### src/rtl/tetris_pkg.sv
// Shared board geometry, garbage-row constants and the inserter state encoding.
package tetris_pkg;

   localparam int unsigned BOARD_ROWS  = 20;
   localparam int unsigned BOARD_COLS  = 10;
   localparam int unsigned MAX_GARBAGE = 4;
   localparam int unsigned LFSR_W      = 8;

   localparam logic [BOARD_COLS-1:0] FULL_ROW = 10'h3FF;

   typedef enum logic [1:0] {
      IDLE,
      SHIFT,
      DONE
   } ins_state_t;

endpackage

### src/rtl/garbage_lfsr.sv
// 8-bit Fibonacci LFSR (taps 8,6,5,4) that picks the hole column of garbage rows.
module garbage_lfsr
   import tetris_pkg::*;
#(
   parameter logic [7:0] SEED = 8'hA5
) (
   input  logic       Clk,
   input  logic       Reset,
   input  logic       step,
   output logic [7:0] value,
   output logic [3:0] hole
);

   logic feedback;

   assign feedback = value[7] ^ value[5] ^ value[4] ^ value[3];

   always_ff @(posedge Clk) begin
      if (Reset) begin
         value <= SEED;
      end else if (step) begin
         value <= {value[6:0], feedback};
      end
   end

   assign hole = 4'(value % LFSR_W'(BOARD_COLS));

endmodule

### src/rtl/row_inserter.sv
// Pushes up to four garbage rows in at the bottom of the board, one row written per cycle.
module row_inserter #(
   parameter int unsigned BOARD_ROWS = tetris_pkg::BOARD_ROWS,
   parameter int unsigned BOARD_COLS = tetris_pkg::BOARD_COLS,
   parameter logic [7:0]  LFSR_SEED  = 8'hA5
) (
   input  logic                             Clk,
   input  logic                             Reset,
   input  logic                             start,
   input  logic [BOARD_ROWS*BOARD_COLS-1:0] game_board,
   input  logic [2:0]                       row_count,
   output logic [BOARD_ROWS*BOARD_COLS-1:0] new_game_board,
   output logic                             done,
   output logic                             busy,
   output logic                             top_out
);

   import tetris_pkg::ins_state_t;
   import tetris_pkg::IDLE;
   import tetris_pkg::SHIFT;
   import tetris_pkg::DONE;
   import tetris_pkg::FULL_ROW;
   import tetris_pkg::MAX_GARBAGE;

   localparam int unsigned CW = $clog2(BOARD_ROWS);
   localparam logic [CW-1:0] LAST_ROW = CW'(BOARD_ROWS - 1);

   typedef logic [BOARD_ROWS-1:0][BOARD_COLS-1:0] board_t;

   ins_state_t            state, state_next;
   logic [CW-1:0]         cursor, cursor_next;
   logic [CW-1:0]         src_idx;
   logic [2:0]            n_q, n_next, n_sat;
   logic [BOARD_COLS-1:0] garbage_q, garbage_next;
   board_t                board_in;
   board_t                src_q, src_next;
   board_t                out_q, out_next;
   logic                  lost_q, lost_next, lost_c;
   logic                  done_next, busy_next, top_out_next;
   logic                  lfsr_step;
   logic [3:0]            lfsr_hole;
   logic [7:0]            unused_lfsr_value;

   garbage_lfsr #(
      .SEED (LFSR_SEED)
   ) u_lfsr (
      .Clk   (Clk),
      .Reset (Reset),
      .step  (lfsr_step),
      .value (unused_lfsr_value),
      .hole  (lfsr_hole)
   );

   assign board_in       = game_board;
   assign new_game_board = out_q;
   assign n_sat          = (row_count > 3'(MAX_GARBAGE)) ? 3'(MAX_GARBAGE) : row_count;
   assign src_idx        = cursor - CW'(n_q);

   // Rows that will be shifted past the top for the requested count.
   always_comb begin
      lost_c = 1'b0;
      for (int unsigned r = 0; r < BOARD_ROWS; r++) begin
         if ((r + 32'(n_sat) >= BOARD_ROWS) && (board_in[r] != '0)) begin
            lost_c = 1'b1;
         end
      end
   end

   always_comb begin
      state_next   = state;
      cursor_next  = cursor;
      n_next       = n_q;
      garbage_next = garbage_q;
      src_next     = src_q;
      out_next     = out_q;
      lost_next    = lost_q;
      done_next    = 1'b0;
      busy_next    = busy;
      top_out_next = top_out;
      lfsr_step    = 1'b0;

      case (state)
         IDLE: begin
            if (start) begin
               state_next   = SHIFT;
               cursor_next  = '0;
               n_next       = n_sat;
               garbage_next = BOARD_COLS'(FULL_ROW) & ~(BOARD_COLS'(1) << lfsr_hole);
               src_next     = board_in;
               lost_next    = lost_c;
               busy_next    = 1'b1;
               lfsr_step    = 1'b1;
            end
         end
         SHIFT: begin
            if (cursor < CW'(n_q)) begin
               out_next[cursor] = garbage_q;
            end else begin
               out_next[cursor] = src_q[src_idx];
            end
            if (cursor == LAST_ROW) begin
               state_next   = DONE;
               done_next    = 1'b1;
               top_out_next = lost_q;
            end else begin
               cursor_next = cursor + CW'(1);
            end
         end
         DONE: begin
            state_next = IDLE;
            busy_next  = 1'b0;
         end
         default: begin
            state_next = IDLE;
            busy_next  = 1'b0;
         end
      endcase
   end

   always_ff @(posedge Clk) begin
      if (Reset) begin
         state     <= IDLE;
         cursor    <= '0;
         n_q       <= '0;
         garbage_q <= '0;
         src_q     <= '0;
         out_q     <= '0;
         lost_q    <= 1'b0;
         done      <= 1'b0;
         busy      <= 1'b0;
         top_out   <= 1'b0;
      end else begin
         state     <= state_next;
         cursor    <= cursor_next;
         n_q       <= n_next;
         garbage_q <= garbage_next;
         src_q     <= src_next;
         out_q     <= out_next;
         lost_q    <= lost_next;
         done      <= done_next;
         busy      <= busy_next;
         top_out   <= top_out_next;
      end
   end

endmodule

### config.mk
export PLATFORM = sky130hd
export DESIGN_NAME = row_inserter
export DESIGN_NICKNAME = d
export VERILOG_FILES = /design/src/rtl/tetris_pkg.sv /design/src/rtl/garbage_lfsr.sv /design/src/rtl/row_inserter.sv
export SDC_FILE = /design/constraint.sdc
export NUM_CORES = 1
export LEC_CHECK = 0
export CAP_MARGIN = 25
export CORE_MARGIN = 5
export CORE_UTILIZATION = 45
export CTS_CLUSTER_SIZE = 20
export DETAILED_ROUTE_END_ITERATION = 7
export HOLD_SLACK_MARGIN = 0.08
export PLACE_DENSITY = 0.74
export SLEW_MARGIN = 15
export SYNTH_ARGS = -nofsm -noshare
export SYNTH_HDL_FRONTEND = slang
export SYNTH_SLANG_ARGS = --single-unit
### constraint.sdc
create_clock -name Clk -period 3.15 [get_ports Clk]
set_clock_uncertainty 0.1 [all_clocks]
set_input_delay 0.4725 -clock Clk [delete_from_list [all_inputs] [get_ports Clk]]
set_output_delay 0.4725 -clock Clk [all_outputs]
set_load 0.1 [all_outputs]
==> results of run 1 <==
## cell families (layout without fill, tap and decap cells)
logic type,after synthesis,after routing,synth area share
flops,432,432,0.4914
simple gates,643,643,0.1541
compound gates,527,527,0.2170
buf+inv,173,567,0.04479
other cells,0,4,0
fa+ha+maj,12,12,0.008958
mux,72,72,0.07721
xor+xnor,13,13,0.006470
## per-stage QoR
stage / hold slack [ps] / power, mW / std cells / area [sq um] / utilization
floorplan: 332.1 / 7.201 / 1872 / 17600 / -
global placement: 336.0 / 8.066 / 2701 / 21820 / 0.5645
detailed placement: 345.6 / 8.110 / 2702 / 21820 / 0.5647
CTS: 213.1 / 13.46 / 2779 / 23330 / 0.6036
global route: 240.4 / 13.91 / 2787 / 23390 / 0.6053
finish: 236.0 / 13.45 / 2788 / 23400 / 0.6054
## what timing repair did
action | 4_1_cts | 5_1_grt
hold buffers | 0 | 0
endpoints found under the hold margin | 0 | 0
setup buffers | 0 | 1
gates resized for setup | 0 | 2
setup endpoints to repair | 0 | 19
## layer usage
metal  track usage  vias up  part of all wire
li1              -     7492                 -
met1        0.3364     7696              0.41
met2        0.4360      781              0.48
met3       0.05682      116             0.085
met4       0.07407        2             0.028
met5             0        -           0.00027
## Yosys cell counts, types with 10 or more instances
| master | instances | area share |
|---|---|---|
| nand2b_1 | 15 | 0.0053 |
| buf_2 | 25 | 0.0071 |
| buf_1 | 24 | 0.0051 |
| nor3_1 | 25 | 0.0071 |
| a211oi_2 | 13 | 0.0092 |
| mux4_2 | 50 | 0.064 |
| nand3_1 | 15 | 0.0043 |
| a32o_1 | 73 | 0.042 |
| nor4_1 | 16 | 0.0057 |
| a21oi_1 | 227 | 0.065 |
| a22o_1 | 108 | 0.054 |
| clkbuf_1 | 81 | 0.017 |
| buf_4 | 17 | 0.0073 |
| mux2_2 | 10 | 0.0064 |
| ha_1 | 11 | 0.0078 |
| nor2_1 | 79 | 0.017 |
| inv_1 | 18 | 0.0038 |
| a31oi_1 | 17 | 0.0060 |
| dfxtp_1 | 432 | 0.49 |
| nand2_1 | 453 | 0.097 |
| mux2i_1 | 12 | 0.0068 |
## power by group
part / internal [mW] / total [mW] / switching, mW
clock: 3.24 / 5.41 / 2.17
sequential: 5.66 / 5.80 / 0.136
combinational: 0.903 / 2.23 / 1.33
total: 9.81 / 13.4 / 3.64
## sequential cells by signal (all words and copies together) (netlist names)
name            flops
busy                1
cursor              5
done                1
garbage_q          10
lost_q              1
n_q                 3
new_game_board    200
src_q             200
state               2
top_out             1
u_lfsr.value        8
## cell type report
type                            instances  share of cell area
Antenna cell                            4           0.0004278
Clock buffer                           60             0.05439
Timing Repair Buffer                  472              0.1837
Tap cell                              518             0.02770
Multi-Input combinational cell       1267              0.3514
Clock inverter                         17            0.009894
Inverter                               18            0.002888
Sequential cell                       432              0.3696
## worst max-delay path by stage
| stage | from | to |
|---|---|---|
| final | cursor[0] | new_game_board[98] |
| after floorplan | cursor[0] | new_game_board[7] |
| after global placement | cursor[0] | new_game_board[2] |
| after global routing | cursor[0] | new_game_board[7] |
| after CTS | cursor[0] | new_game_board[1] |
| after detailed placement | cursor[0] | new_game_board[1] |
## critical path, stage by stage, from the launching register on
cell and delay (ps):
dfxtp_1 350, inv_2 80, ha_4 170, fa_2 620, buf_12 210, mux4_2 340, mux2_2 310, nand2_1 140
o211ai_2 120, buf_12 190, a22o_1 220
==> impl_metrics.ini, run 1 <==
[status]
outcome = complete, no violations

[setup_path]
r2r_end = new_game_board[98]
critical_path_class = reg2reg
r2r_start = cursor[0]
critical_path_arrival_ps = 3380
worstRegToRegCells = 10
regToRegSetupSlack_ps = 120
crit_required_ps = 3500
startpoint_type = register
critical_path.max_fanout = 23
end_kind = register

[worst_hold_path]
min_to = new_game_board[119]
worstHoldStart = Reset
hp-class = in2reg
min_path_cells = 2

[synthesis]
synthArstFlopShare = 0
syn_nets = 2090
ys_seq_area_frac = 0.4914
ys_ff_latch = 432
synthCells = 1872
synthDistinctLibCells = 75
synth_flop_cell = dfxtp_1
syn_avg_cell_area_sq_um = 9.401
yosysWarnings = 0
synth_edf_count = 0
synthesis.area_sq_um = 17600

[cts]
numCtsBuffers = 43
h-tree-depth = 2
clkSinkCount = 432
tritoncts = built
clock_path_buffers = 3
path_clk_slew_ps = 70
clk_latency_ps = 570
cts.root.buffer_cell = clkbuf_16

[power]
p_per_area_nw_per_um2 = 574.7
vdd.ir_drop.worst_uv = 377.8
p_leak_nw = 9.201

[finish]
layout_common_cells = nand2_1, dfxtp_1, buf_4, a21oi_1, clkdlybuf4s50_1
final_common_cell = nand2_1
syn2layout_area_growth_pct = 32.94
seq_area_sq_um = 8648
n_fill_cell = 3245
multi_input_area_sq_um = 8220
drive_above_1_share = 0.1942
nNetsFinal = 2452

[timing]
maxSlewHeadroom = 0.3671
slew_violations = 0
max_freq_mhz = 330.4
worst_pin_slew_ps = 942.2
rsz0062_at_grt = false
hold_violations = 0
finalCritPeriodShare = 0.9608
finalCriticalPeriod_ps = 3026
layout_setup_ws_ps = 123.5
final-setup-viol-count = 0
fin_tns_setup_ps = 0

[drt]
wl_mm = 59.04
via_count = 16087
wl_per_cell_microns = 21.18
drtAntennaViolNets = 0
viasPerCell = 5.770
drc_errors = 0
drtPass1Iterations = 5
drt_iter0_markers = 1200

[place]
portBuffers = 408
dp_slack_ps = 106.6
dpl.hpwl_mm = 43.21
place.gp.congestion = 0.8983

[floorplanning]
die_h_microns = 207.8
design.core.area_sq_um = 38650
die_area_sq_um = 43160
rows = 72
initial_core_util = 0.4554
ios = 409
die_x_microns = 207.8

[global_route]
grt_first_pass_wirelength_mm = 90.24
antenna_found_initial = 5
grt_usage = 0.2588
grt_max_degree = 164
overflow = 0
grt_pass1_vias = 15655

[flow_run]
drv_cap = 0
(Power assumes the default switching activity.)
==> run 2, diff against run 1 <==
--- a/config.mk
+++ b/config.mk
@@ -6,12 +6,14 @@
 export NUM_CORES = 1
 export LEC_CHECK = 0
 export CAP_MARGIN = 25
+export CORE_ASPECT_RATIO = 0.7
 export CORE_MARGIN = 5
 export CORE_UTILIZATION = 45
 export CTS_CLUSTER_SIZE = 20
 export DETAILED_ROUTE_END_ITERATION = 7
 export HOLD_SLACK_MARGIN = 0.08
 export PLACE_DENSITY = 0.74
+export RECOVER_POWER = 25
 export SLEW_MARGIN = 15
 export SYNTH_ARGS = -nofsm -noshare
 export SYNTH_HDL_FRONTEND = slang
==> impl_metrics.ini, run 2 (synthesis gave the netlist of run 1 again) <==
[finish]
multi_input_area_sq_um = 8222
seq_area_sq_um = 8648
n_fill_cell = 3416
drive_above_1_share = 0.1425
syn2layout_area_growth_pct = 30.36
fin_cells = 2805
nNetsFinal = 2460
layout_common_cells = nand2_1, dfxtp_1, a21oi_1, clkdlybuf4s50_1, buf_4
final_common_cell = nand2_1

[drt]
drtAntennaViolNets = 0
top_layer = met5
via_count = 16120
m1WireLength_mm = 25.82
met3RoutedLength_mm = 5.551
viasPerCell = 5.747
met2_length_mm = 27.68
drtPass1Iterations = 6
drt_iter0_markers = 1523
wl_per_cell_microns = 21.79
wl_mm = 61.12
drc_errors = 0

[global_route]
grt_usage = 0.2701
grt_max_degree = 177
overflow = 0
grt_pass1_vias = 15631
antenna_found_initial = 7
grt_first_pass_wirelength_mm = 92.17

[timing]
finalCritPeriodShare = 0.9585
maxSlewHeadroom = -0.5975
rsz0062_at_grt = false
layout_setup_ws_ps = 130.7
worst_pin_slew_ps = 2396
hold_violations = 0
final-setup-viol-count = 0
slew_violations = 53
max_freq_mhz = 331.2
fin_tns_setup_ps = 0
finalCriticalPeriod_ps = 3019

[setup_path]
end_kind = register
crit_slowest_cell = fa_2
startpoint = cursor[0]
slowest_delay_ps = 610
startpoint_type = register
crit_buf_inv = 4
cp_common_cell = buf_12
path_cells = inv_1 -> ha_4 -> fa_2 -> buf_12 -> mux4_2 -> mux2i_1 -> buf_4 -> o211ai_2 -> buf_12 -> a32o_1
critical_path_arrival_ps = 3380
critical_path.max_fanout = 24
r2r_start = cursor[0]
crit_family = adder cells
critical_path_class = reg2reg
crit_required_ps = 3510

[place]
place.gp.congestion = 0.9336
dpl.hpwl_mm = 45.00
portBuffers = 408
placed_cells = 2722
dp_slack_ps = 143.1

[worst_hold_path]
hp-class = in2reg
worstHoldStart = Reset

[flow_run]
drv_cap = 1

[cts]
path_clk_slew_ps = 70
postCtsSetupRepairBufs = 0
clock_path_buffers = 3
clk_latency_ps = 570
numCtsBuffers = 42
clkSinkCount = 432
cts.root.buffer_cell = clkbuf_16
cts_hold_buf = 0
cts_resized = 0
tritoncts = built
h-tree-depth = 2

[floorplanning]
ios = 409
die_h_microns = 175.5
initial_core_util = 0.4570
die_x_microns = 246.4
rows = 60
design.core.area_sq_um = 38510
die_area_sq_um = 43230

[power]
pwr-share-comb = 0.167
p_leak_nw = 8.680
switching_share = 0.2777
clockPowerShare = 0.399
seqPwrFrac = 0.434
vdd.ir_drop.worst_uv = 385.5
p_per_area_nw_per_um2 = 583.3
p_int_mw = 9.666
power_switching_mw = 3.717

[status]
violations = capacitance limit, slew limit
outcome = finished, violations left
-- run 2: cell count changes in the layout (fill, tap and decap cells not counted), sizes merged --
cell and change:
clkinv -1, clkinvlp +1, clkbuf +116, bufinv +1, buf -109
-- run 2: worst paths after layout --
| path | end | slack (ps) | cells after the start |
|---|---|---|---|
| max | new_game_board[5] | 130 | 10 |
| min | new_game_board[169] | 250 | 2 |
| max reg2reg | new_game_board[5] | 130 | 10 |
| min reg2reg | new_game_board[19] | 350 | 2 |
-- run 2: cell type report --
| cell class | instances | area share |
|---|---|---|
| timing repair buffer | 481 | 0.1687 |
| inverter | 18 | 0.002945 |
| antenna | 4 | 0.0004363 |
| sequential | 432 | 0.3769 |
| tap | 527 | 0.02874 |
| multi-input combinational | 1267 | 0.3583 |
| clock buffer | 58 | 0.05061 |
| clock inverter | 18 | 0.01325 |
-- run 2: worst reg2reg max path, cell delays in order, from the launching register on --
cell and delay [ps]:
dfxtp_1 320, inv_1 70, ha_4 170, fa_2 610, buf_12 210, mux4_2 370, mux2i_1 310, buf_4 210
o211ai_2 100, buf_12 180, a32o_1 260
-- run 2: power by group through the flow --
| stage | combinational (mW) | clock, mW | sequential, mW |
|---|---|---|---|
| detailed placement | 2.22 | 0 | 5.92 |
| floorplan | 1.25 | 0 | 5.95 |
| finish | 2.24 | 5.33 | 5.81 |
| global route | 2.39 | 5.63 | 5.82 |
| CTS | 2.23 | 5.40 | 5.80 |
| global placement | 2.19 | 0 | 5.92 |
-- run 2: layer usage --
layer / global-route usage / up-vias
met2: 0.4174 / 708
met5: 0 / -
li1: - / 7488
met1: 0.3745 / 7783
met3: 0.06784 / 135
met4: 0.08643 / 6
-- run 2: stage by stage --
stage	utilization	hold WS, ps	area, sq um	total power [mW]
final	0.5957	253.5	22940	13.38
after floorplan	-	332.1	17600	7.201
after detailed placement	0.5691	338.5	21920	8.139
after global placement	0.5691	333.5	21920	8.110
after global routing	0.5957	265.4	22940	13.84
after CTS	0.6072	230.7	23380	13.43
